===== src/rtl/reset_src_filter.sv =====
// Conditions push-button, software and clock-manager lock reset sources into EXT_RESET / DCM_LOCKED.
// Optional watchdog trigger is built only when the macro RESET_WDT_EN is defined.
module reset_src_filter #(
    parameter int unsigned SYNC_STAGES     = 2,
    parameter logic [31:0] BTN_DEB_CNT     = 32'd100000,
    parameter logic [31:0] LOCK_STABLE_CNT = 32'd1024,
    parameter logic [31:0] EXT_PULSE_CNT   = 32'd256,
    parameter logic [31:0] WDT_TIMEOUT     = 32'h0100_0000
) (
    input  logic       MAIN_CLK,
    input  logic       MAIN_RESET_N,
    input  logic       RESET_BTN_N,
    input  logic       DCM_LOCKED_RAW,
    input  logic       SOFT_RESET_REQ,
    input  logic       CAUSE_CLR,
    input  logic       WDT_KICK,
    output logic       EXT_RESET,
    output logic       DCM_LOCKED,
    output logic [3:0] RESET_CAUSE
);

    typedef enum logic [1:0] {
        IDLE   = 2'd0,
        ASSERT = 2'd1,
        HOLD   = 2'd2
    } state_t;

    logic [SYNC_STAGES-1:0] btn_sync_r;
    logic [SYNC_STAGES-1:0] lock_sync_r;
    logic                   btn_s;
    logic                   lock_s;

    logic [31:0] deb_cnt_r;
    logic        deb_btn_r;
    logic        deb_btn_prev_r;
    logic        deb_fall_s;

    logic [31:0] lock_cnt_r;
    logic        dcm_locked_r;
    logic        lock_loss_s;

    state_t      state_r;
    state_t      next_state_s;
    logic [31:0] pulse_cnt_r;
    logic        ext_reset_r;
    logic [3:0]  cause_r;
    logic [3:0]  cause_trig_s;
    logic        enter_assert_s;
    logic        pulse_inc_s;
    logic        wdt_trig_s;
    logic        trigger_s;

    assign btn_s  = btn_sync_r[SYNC_STAGES-1];
    assign lock_s = lock_sync_r[SYNC_STAGES-1];

    // Synchronise the asynchronous button and lock inputs.
    always_ff @(posedge MAIN_CLK or negedge MAIN_RESET_N) begin
        if (!MAIN_RESET_N) begin
            btn_sync_r  <= {SYNC_STAGES{1'b1}};
            lock_sync_r <= {SYNC_STAGES{1'b0}};
        end else begin
            btn_sync_r  <= {btn_sync_r[SYNC_STAGES-2:0], RESET_BTN_N};
            lock_sync_r <= {lock_sync_r[SYNC_STAGES-2:0], DCM_LOCKED_RAW};
        end
    end

    // Debounce: a new button level is accepted only after BTN_DEB_CNT consecutive differing samples.
    always_ff @(posedge MAIN_CLK or negedge MAIN_RESET_N) begin
        if (!MAIN_RESET_N) begin
            deb_cnt_r      <= 32'd0;
            deb_btn_r      <= 1'b1;
            deb_btn_prev_r <= 1'b1;
        end else begin
            deb_btn_prev_r <= deb_btn_r;
            if (btn_s != deb_btn_r) begin
                if (deb_cnt_r == (BTN_DEB_CNT - 32'd1)) begin
                    deb_btn_r <= btn_s;
                    deb_cnt_r <= 32'd0;
                end else begin
                    deb_cnt_r <= deb_cnt_r + 32'd1;
                end
            end else begin
                deb_cnt_r <= 32'd0;
            end
        end
    end

    assign deb_fall_s = deb_btn_prev_r & ~deb_btn_r;

    // Lock qualifier: rise is filtered by a saturating stability count, loss is immediate.
    always_ff @(posedge MAIN_CLK or negedge MAIN_RESET_N) begin
        if (!MAIN_RESET_N) begin
            lock_cnt_r   <= 32'd0;
            dcm_locked_r <= 1'b0;
        end else if (!lock_s) begin
            lock_cnt_r   <= 32'd0;
            dcm_locked_r <= 1'b0;
        end else begin
            if (lock_cnt_r != LOCK_STABLE_CNT) begin
                lock_cnt_r <= lock_cnt_r + 32'd1;
            end else begin
                lock_cnt_r <= lock_cnt_r;
            end
            if (lock_cnt_r == (LOCK_STABLE_CNT - 32'd1)) begin
                dcm_locked_r <= 1'b1;
            end else begin
                dcm_locked_r <= dcm_locked_r;
            end
        end
    end

    assign lock_loss_s = dcm_locked_r & ~lock_s;

`ifdef RESET_WDT_EN
    logic [31:0] wdt_cnt_r;

    // Watchdog counts idle locked cycles; any kick, lock loss or new pulse restarts it.
    always_ff @(posedge MAIN_CLK or negedge MAIN_RESET_N) begin
        if (!MAIN_RESET_N) begin
            wdt_cnt_r <= 32'd0;
        end else if (WDT_KICK || !dcm_locked_r || enter_assert_s) begin
            wdt_cnt_r <= 32'd0;
        end else if (state_r == IDLE) begin
            wdt_cnt_r <= wdt_cnt_r + 32'd1;
        end else begin
            wdt_cnt_r <= wdt_cnt_r;
        end
    end

    assign wdt_trig_s = dcm_locked_r && (state_r == IDLE) && !WDT_KICK &&
                        (wdt_cnt_r == (WDT_TIMEOUT - 32'd1));
`else
    logic [32:0] unused_s;

    assign unused_s   = {WDT_KICK, WDT_TIMEOUT};
    assign wdt_trig_s = 1'b0;
`endif

    assign trigger_s = deb_fall_s | SOFT_RESET_REQ | wdt_trig_s;

    // FSM state register.
    always_ff @(posedge MAIN_CLK or negedge MAIN_RESET_N) begin
        if (!MAIN_RESET_N) begin
            state_r <= IDLE;
        end else begin
            state_r <= next_state_s;
        end
    end

    // FSM next-state logic.
    always_comb begin
        next_state_s = state_r;
        case (state_r)
            IDLE: begin
                if (trigger_s) begin
                    next_state_s = ASSERT;
                end else begin
                    next_state_s = IDLE;
                end
            end
            ASSERT: begin
                if (pulse_cnt_r == (EXT_PULSE_CNT - 32'd1)) begin
                    if (deb_btn_r) begin
                        next_state_s = IDLE;
                    end else begin
                        next_state_s = HOLD;
                    end
                end else begin
                    next_state_s = ASSERT;
                end
            end
            HOLD: begin
                if (deb_btn_r) begin
                    next_state_s = IDLE;
                end else begin
                    next_state_s = HOLD;
                end
            end
            default: begin
                next_state_s = IDLE;
            end
        endcase
    end

    // FSM output logic: triggers only count (and record causes) while idle.
    always_comb begin
        enter_assert_s = 1'b0;
        pulse_inc_s    = 1'b0;
        cause_trig_s   = 4'h0;
        case (state_r)
            IDLE: begin
                enter_assert_s = trigger_s;
                cause_trig_s   = {wdt_trig_s, 1'b0, SOFT_RESET_REQ, deb_fall_s};
            end
            ASSERT: begin
                pulse_inc_s = 1'b1;
            end
            HOLD: begin
                pulse_inc_s = 1'b0;
            end
            default: begin
                pulse_inc_s = 1'b0;
            end
        endcase
    end

    // Pulse counter, registered EXT_RESET and sticky cause bits (a set beats a clear).
    always_ff @(posedge MAIN_CLK or negedge MAIN_RESET_N) begin
        if (!MAIN_RESET_N) begin
            pulse_cnt_r <= 32'd0;
            ext_reset_r <= 1'b0;
            cause_r     <= 4'h0;
        end else begin
            if (enter_assert_s) begin
                pulse_cnt_r <= 32'd0;
            end else if (pulse_inc_s) begin
                pulse_cnt_r <= pulse_cnt_r + 32'd1;
            end else begin
                pulse_cnt_r <= pulse_cnt_r;
            end
            ext_reset_r <= (next_state_s != IDLE);
            cause_r     <= (CAUSE_CLR ? 4'h0 : cause_r) | cause_trig_s |
                           {1'b0, lock_loss_s, 2'b00};
        end
    end

    assign EXT_RESET   = ext_reset_r;
    assign DCM_LOCKED  = dcm_locked_r;
    assign RESET_CAUSE = cause_r;

endmodule


===== config.mk =====
export PLATFORM = sky130hd
export DESIGN_NAME = reset_src_filter
export DESIGN_NICKNAME = d
export VERILOG_FILES = /design/src/rtl/reset_src_filter.sv
export SDC_FILE = /design/constraint.sdc
export NUM_CORES = 1
export LEC_CHECK = 0
export CORE_UTILIZATION = 45
export CTS_CLUSTER_DIAMETER = 120
export DETAILED_ROUTE_END_ITERATION = 10
export PLACE_DENSITY_LB_ADDON = 0.12
export SYNTH_ARGS = -nofsm -noshare
export SYNTH_HDL_FRONTEND = slang
export SYNTH_SLANG_ARGS = --single-unit

===== constraint.sdc =====
create_clock -name MAIN_CLK -period 5 [get_ports MAIN_CLK]
set_input_delay 1 -clock MAIN_CLK [delete_from_list [all_inputs] [get_ports MAIN_CLK]]
set_output_delay 1 -clock MAIN_CLK [all_outputs]
set_load 0.01 [all_outputs]

==> results of run 1 <==
-- final cells by class --
type                            instances  area share, %
Tap cell                              168           3.40
Inverter                               15          0.912
Timing Repair Buffer                   11           1.70
Multi-Input combinational cell        440           44.3
Clock inverter                          6           1.52
Clock buffer                           10           3.87
Sequential cell                       109           44.3
-- logic make-up (layout without fill, tap and decap cells) --
| logic type | count (synthesis) | count (layout) | share of synthesized area (%) |
|---|---|---|---|
| compound gates | 35 | 35 | 4.48 |
| simple gates | 314 | 314 | 29.8 |
| buf+inv | 36 | 42 | 2.54 |
| fa+ha+maj | 4 | 4 | 0.892 |
| flops | 109 | 109 | 48.7 |
| mux | 2 | 2 | 0.379 |
| other cells | 1 | 1 | 0.0668 |
| xor+xnor | 84 | 84 | 13.1 |
-- report_power, final --
| group | internal [W] | switching [W] |
|---|---|---|
| clock | 0.000457 | 0.000331 |
| sequential | 0.000887 | 0.00000769 |
| combinational | 0.0000107 | 0.0000276 |
-- synthesized netlist by cell type, drive strengths merged --
library cell  number
and4              13
a21oi             10
dfrtp            105
or4                1
mux2               1
nor3              25
nand2b             2
or3                9
nor2              69
o21a               2
clkbuf            16
a21boi             2
nand3             39
xor2              52
mux2i              1
a31oi              1
and3               8
nand2             41
or2                3
a2111oi            4
and2              32
nor4b              1
xnor2             32
o31ai              2
dfstp              4
o21ai             10
ha                 4
conb               1
a22o               3
nor2b              4
inv               15
o21bai             1
nor4              35
nand4             32
buf                5
-- metrics by stage --
step	std cells	setup slack, ns
floorplan	585	2.74
global placement	743	1.96
detailed placement	743	1.94
CTS	759	2.32
global route	759	2.12
finish	759	2.29
-- registers in the layout, indices dropped and copies added, names as in the netlist --
| register | count |
|---|---|
| deb_cnt_r | 32 |
| pulse_cnt_r | 32 |
| btn_sync_r | 2 |
| RESET_CAUSE | 3 |
| lock_cnt_r | 32 |
| deb_btn_r | 1 |
| EXT_RESET | 1 |
| state_r | 2 |
| deb_btn_prev_r | 1 |
| lock_sync_r | 2 |
| DCM_LOCKED | 1 |
-- worst paths after layout --
kind	start	endpoint	slack [ns]
max	SOFT_RESET_REQ	pulse_cnt_r[28]	2.29
min in group asynchronous	MAIN_RESET_N	lock_cnt_r[18]	0.74
min reg2reg	lock_sync_r[0]	lock_sync_r[1]	0.36
max in group asynchronous	MAIN_RESET_N	btn_sync_r[0]	3.17
max reg2reg	pulse_cnt_r[6]	pulse_cnt_r[28]	2.56
min	lock_sync_r[0]	lock_sync_r[1]	0.36
-- metal layers --
layer / track usage, % / vias to the layer above
li1: - / 2051
met4: 5.61 / 0
met5: 0 / -
met2: 29.2 / 82
met1: 26.0 / 1984
met3: 5.47 / 10
==> results.sh, run 1 <==
export IMPL_antenna_found_initial=0
export IMPL_arrival_ns=2.97
export IMPL_slowest_delay_ns=0.53
export IMPL_numCtsBuffers=9
export IMPL_final_common_cell="dfrtp_1"
export IMPL_drt_pass1_iter_count=4
export IMPL_crit_family="simple AND/OR/NAND/NOR gates"
export IMPL_core_area_sq_mm=0.0121
export IMPL_power_density_mw_per_mm2=279
export IMPL_crit_cells=6
export IMPL_post_cts_buffers=0
export IMPL_maxSlewViolCount=0
export IMPL_totalWireLength_mm=10.9
export IMPL_cts_resized_gates=0
export IMPL_crit_path_start_kind="input port"
export IMPL_place_hpwl_mm=7.25
export IMPL_clock_skew_ns=0.00577
export IMPL_viasPerCell=5.44
export IMPL_synthesis_nets=596
export IMPL_path_buf_inv=1
export IMPL_antenna_cells=0
export IMPL_final_layout_size_suffix_gt1_share_pct=5.58
export IMPL_fp_dieH_um=114
export IMPL_path_max_fanout=9
export IMPL_wl_met3_um=464
export IMPL_antenna_left=0
export IMPL_ys_warnings_count=0
export IMPL_holdBufCountCts=0
export IMPL_rsz0062_at_grt="no"
export IMPL_fp_row_count=40
export IMPL_dieArea_sq_mm=0.0129
export IMPL_hold_path_class="reg2reg"
export IMPL_synth_cell_types=43
export IMPL_grt_pass1_wl_mm=19.5
export IMPL_synth_area_leaders="dfrtp_1 47%, xor2_1 8.1%, xnor2_1 5.0%"
export IMPL_wl_met2_mm=4.97
export IMPL_clock_root_buffer="clkbuf_16"
export IMPL_wl_met1_mm=5.39
export IMPL_max_slew_worst_pin_slew_ns=1.16
export IMPL_grt_max_degree=68
export IMPL_numPortBuffers=10
export IMPL_drt_iter0_drc=304
export IMPL_endpoint_kind="register"
export IMPL_seq_area_sq_mm=0.00273
export IMPL_hold_path_depth=0
export IMPL_cts_path_max_buffers=2
export IMPL_fin_util_pct=51.2
export IMPL_route_detailed_drc=0
export IMPL_maxSlewHeadroom_pct=22.6
export IMPL_synth_area_sq_mm=0.00561
export IMPL_num_vias=4127
export IMPL_boundaryPins=13
export IMPL_clk_pin_slew_worst_paths_ns=0.07
export IMPL_initial_utilization_pct=46.5
export IMPL_wl_per_cell_um=14.4
export IMPL_cp_required_ns=5.27
export IMPL_htreeDepth=3
export IMPL_cts_sinks=109
export IMPL_period_minus_slack_ns=2.71
export IMPL_track_usage_pct=19.0
export IMPL_synth_seq_cells=109
export IMPL_critical_path_class="in2reg"
export IMPL_grt_remaining_overflow=0
export IMPL_path_cells="clkdlybuf4s50_1, nor2_1, a2111oi_4, nand3_2, or4_1, a21oi_1"
export IMPL_fin_area_sq_mm=0.00617
export IMPL_cts_tree="built"
export IMPL_finalPower_w=0.00172
export IMPL_finalSetupTns_ns=0
export IMPL_leakagePower_nw=2.54
export IMPL_syn_inst=585
export IMPL_nets=597
export IMPL_ys_seq_area_share_pct=48.7
export IMPL_die_x_um=114
export IMPL_fin_crit_sh_pct=54.2
export IMPL_status="finished clean"
export IMPL_max_clock_freq_mhz=369
export IMPL_maxCapViolCount=0
export IMPL_crit_slowest_cell="clkdlybuf4s50_1"
export IMPL_clk_latency_ns=0.36
export IMPL_dr_max_layer_used="met4"
export IMPL_hold_viol_final=0
export IMPL_multi_input_area_sq_mm=0.00274
export IMPL_holdWs_ns=0.358
export IMPL_synthToLayoutAreaGrowth_pct=10.0
export IMPL_reg2regPathDepth=5
export IMPL_grt_pass1_vias=4050
export IMPL_dpl_instance_area_sq_mm=0.00584
export IMPL_yosysTopAreaCell="dfrtp_1"
export IMPL_setup_viol=0
export IMPL_ir_worst_vdd_mv=0.200
export IMPL_gp_congestion=0.794
export IMPL_netlist_area_leader_share_pct=46.8
export IMPL_fillers=1113
export IMPL_avgSynthCellArea_sq_um=9.59
export IMPL_layout_common_cells="105 x dfrtp_1, 69 x nor2_1, 52 x xor2_1, 41 x nand2_1, 37 x nand3_1"
Note: power is estimated with default switching activity, not from simulation.
==> run 2, diff against run 1 <==
- clock period: 5 -> 2.8 ns (I/O delays scaled with it)
==> run 2 against run 1 <==
Compared with the run above:
- global-route usage shrank 0.11 points
- critical endpoint is now deb_cnt_r[2]
- first-iteration DRC count decreased by 13%
- register-to-register slack got worse by 2.0 ns
- die area unchanged
==> results.sh, run 2 (synthesis gave the netlist of run 1 again) <==
export IMPL_fp_row_count=40
export IMPL_endpoint_kind="register"
export IMPL_numPortBuffers=10
export IMPL_grt_pass1_wl_mm=19.5
export IMPL_maxSlewViolCount=0
export IMPL_crit_slowest_cell="or2_2"
export IMPL_boundaryPins=13
export IMPL_route_detailed_drc=0
export IMPL_holdBufCountCts=0
export IMPL_power_frac_comb_pct=2.3
export IMPL_htreeDepth=3
export IMPL_antenna_cells=0
export IMPL_fin_area_sq_mm=0.00625
export IMPL_core_area_sq_mm=0.0121
export IMPL_gp_congestion=0.772
export IMPL_numCtsBuffers=9
export IMPL_hold_path_class="in2async"
export IMPL_fin_crit_sh_pct=79.2
export IMPL_place_inst=751
export IMPL_dpl_instance_area_sq_mm=0.00591
export IMPL_crit_top_cell="nor4_1"
export IMPL_final_common_cell="dfrtp_1"
export IMPL_ir_worst_vdd_mv=0.357
export IMPL_initial_utilization_pct=46.5
export IMPL_period_minus_slack_ns=2.22
export IMPL_p_switching_w=0.000623
export IMPL_num_vias=4181
export IMPL_maxCapViolCount=0
export IMPL_hold_viol_final=0
export IMPL_cts_sinks=109
export IMPL_status="finished clean"
export IMPL_path_cells="nor4_1, nand3_1, nor4_1, or2_2, nor2_1"
export IMPL_wl_per_cell_um=14.4
export IMPL_grt_pass1_vias=4027
export IMPL_fp_dieH_um=114
export IMPL_p_int_w=0.00244
export IMPL_max_clock_freq_mhz=451
export IMPL_fillers=1098
export IMPL_dieArea_sq_mm=0.0129
export IMPL_totalWireLength_mm=11.0
export IMPL_place_hpwl_mm=7.44
export IMPL_clock_root_buffer="clkbuf_16"
export IMPL_drt_iter0_drc=265
export IMPL_rsz0062_at_grt="no"
export IMPL_die_x_um=114
export IMPL_max_slew_worst_pin_slew_ns=0.852
export IMPL_reg_top3="deb_cnt_r x32, lock_cnt_r x32, pulse_cnt_r x32"
export IMPL_track_usage_pct=18.9
export IMPL_swShare_pct=20.4
export IMPL_grt_max_degree=49
export IMPL_setup_viol=0
export IMPL_power_density_mw_per_mm2=490
export IMPL_clk_pin_slew_worst_paths_ns=0.07
export IMPL_viasPerCell=5.45
export IMPL_slowest_delay_ns=0.57
export IMPL_clock_skew_ns=0.00504
export IMPL_finalSetupTns_ns=0
export IMPL_path_max_fanout=31
export IMPL_synthToLayoutAreaGrowth_pct=11.3
export IMPL_clkPwrFrac_pct=45.5
export IMPL_cts_path_max_buffers=2
export IMPL_finalNonFillerCells=767
export IMPL_fin_util_pct=51.8
export IMPL_final_layout_size_suffix_gt1_share_pct=6.84
export IMPL_maxSlewHeadroom_pct=43.2
export IMPL_antenna_left=0
export IMPL_cts_resized_gates=0
export IMPL_holdWs_ns=0.244
export IMPL_cts_tree="built"
export IMPL_layout_common_cells="105 x dfrtp_1, 69 x nor2_1, 52 x xor2_1, 41 x nand2_1, 37 x nand3_1"
export IMPL_clk_latency_ns=0.34
export IMPL_critical_path_class="reg2reg"
export IMPL_cp_required_ns=3.00
export IMPL_post_cts_buffers=0
export IMPL_leakagePower_nw=2.58
export IMPL_reg2regPathDepth=5
export IMPL_drt_pass1_iter_count=4
export IMPL_grt_remaining_overflow=0
export IMPL_antenna_found_initial=0
export IMPL_power_frac_seq_pct=52.2
export IMPL_arrival_ns=2.42
export IMPL_nets=605
export IMPL_crit_path_start_kind="register"
## run 2: cell count changes in the layout (fill, tap and decap cells not counted)
cell        delta
buf_12         +1
buf_4          +7
clkbuf_8       +1
clkinv_4       -1
clkinvlp_4     +2
inv_6          -2
## run 2: final timing paths
| kind | startpoint | endpoint | slack [ns] |
|---|---|---|---|
| setup / recovery | deb_cnt_r[22] | deb_cnt_r[2] | 0.58 |
| hold / removal | MAIN_RESET_N | DCM_LOCKED | 0.24 |
| setup reg to reg | deb_cnt_r[22] | deb_cnt_r[2] | 0.58 |
| hold reg to reg | btn_sync_r[0] | btn_sync_r[1] | 0.36 |
| max in group asynchronous | MAIN_RESET_N | btn_sync_r[0] | 1.83 |
| min in group MAIN_CLK | btn_sync_r[0] | btn_sync_r[1] | 0.36 |
## run 2: metal layers
layer / track usage [%] / vias to the layer above / routed length (um)
met5: 0 / - / 0
met2: 30.9 / 56 / 5290
met1: 25.5 / 2048 / 5340
met3: 3.88 / 7 / 306
li1: - / 2070 / -
met4: 5.18 / 0 / 113
## run 2: critical path: cells and delay by family, from the launching register on
kind	cells	cell delay, ns
DFF	1	0.43
and+or+nand+nor	5	1.64
## run 2: through the flow
stage          total power, W  setup slack [ns]
2_1_floorplan         0.00165             0.977
3_3_place_gp          0.00170             0.325
3_5_place_dp          0.00170             0.281
4_1_cts               0.00311             0.532
5_1_grt               0.00317             0.343
6_report              0.00306             0.584
## run 2: cell type report
| cell class | count | area, sq um | share of cell area [%] |
|---|---|---|---|
| sequential | 109 | 2730 | 43.7 |
| clock inverter | 5 | 82.6 | 1.32 |
| timing repair buffer | 19 | 178 | 2.84 |
| inverter | 15 | 56.3 | 0.901 |
| tap | 168 | 210 | 3.36 |
| multi-input combinational | 440 | 2740 | 43.8 |
| clock buffer | 11 | 253 | 4.04 |
## run 2: power groups by stage
stage / combinational, W / clock (W) / sequential (W)
finish: 0.0000718 / 0.00139 / 0.00160
global route: 0.0000849 / 0.00149 / 0.00160
CTS: 0.0000759 / 0.00143 / 0.00160
detailed placement: 0.0000754 / 0 / 0.00163
global placement: 0.0000744 / 0 / 0.00163
floorplan: 0.0000311 / 0 / 0.00162
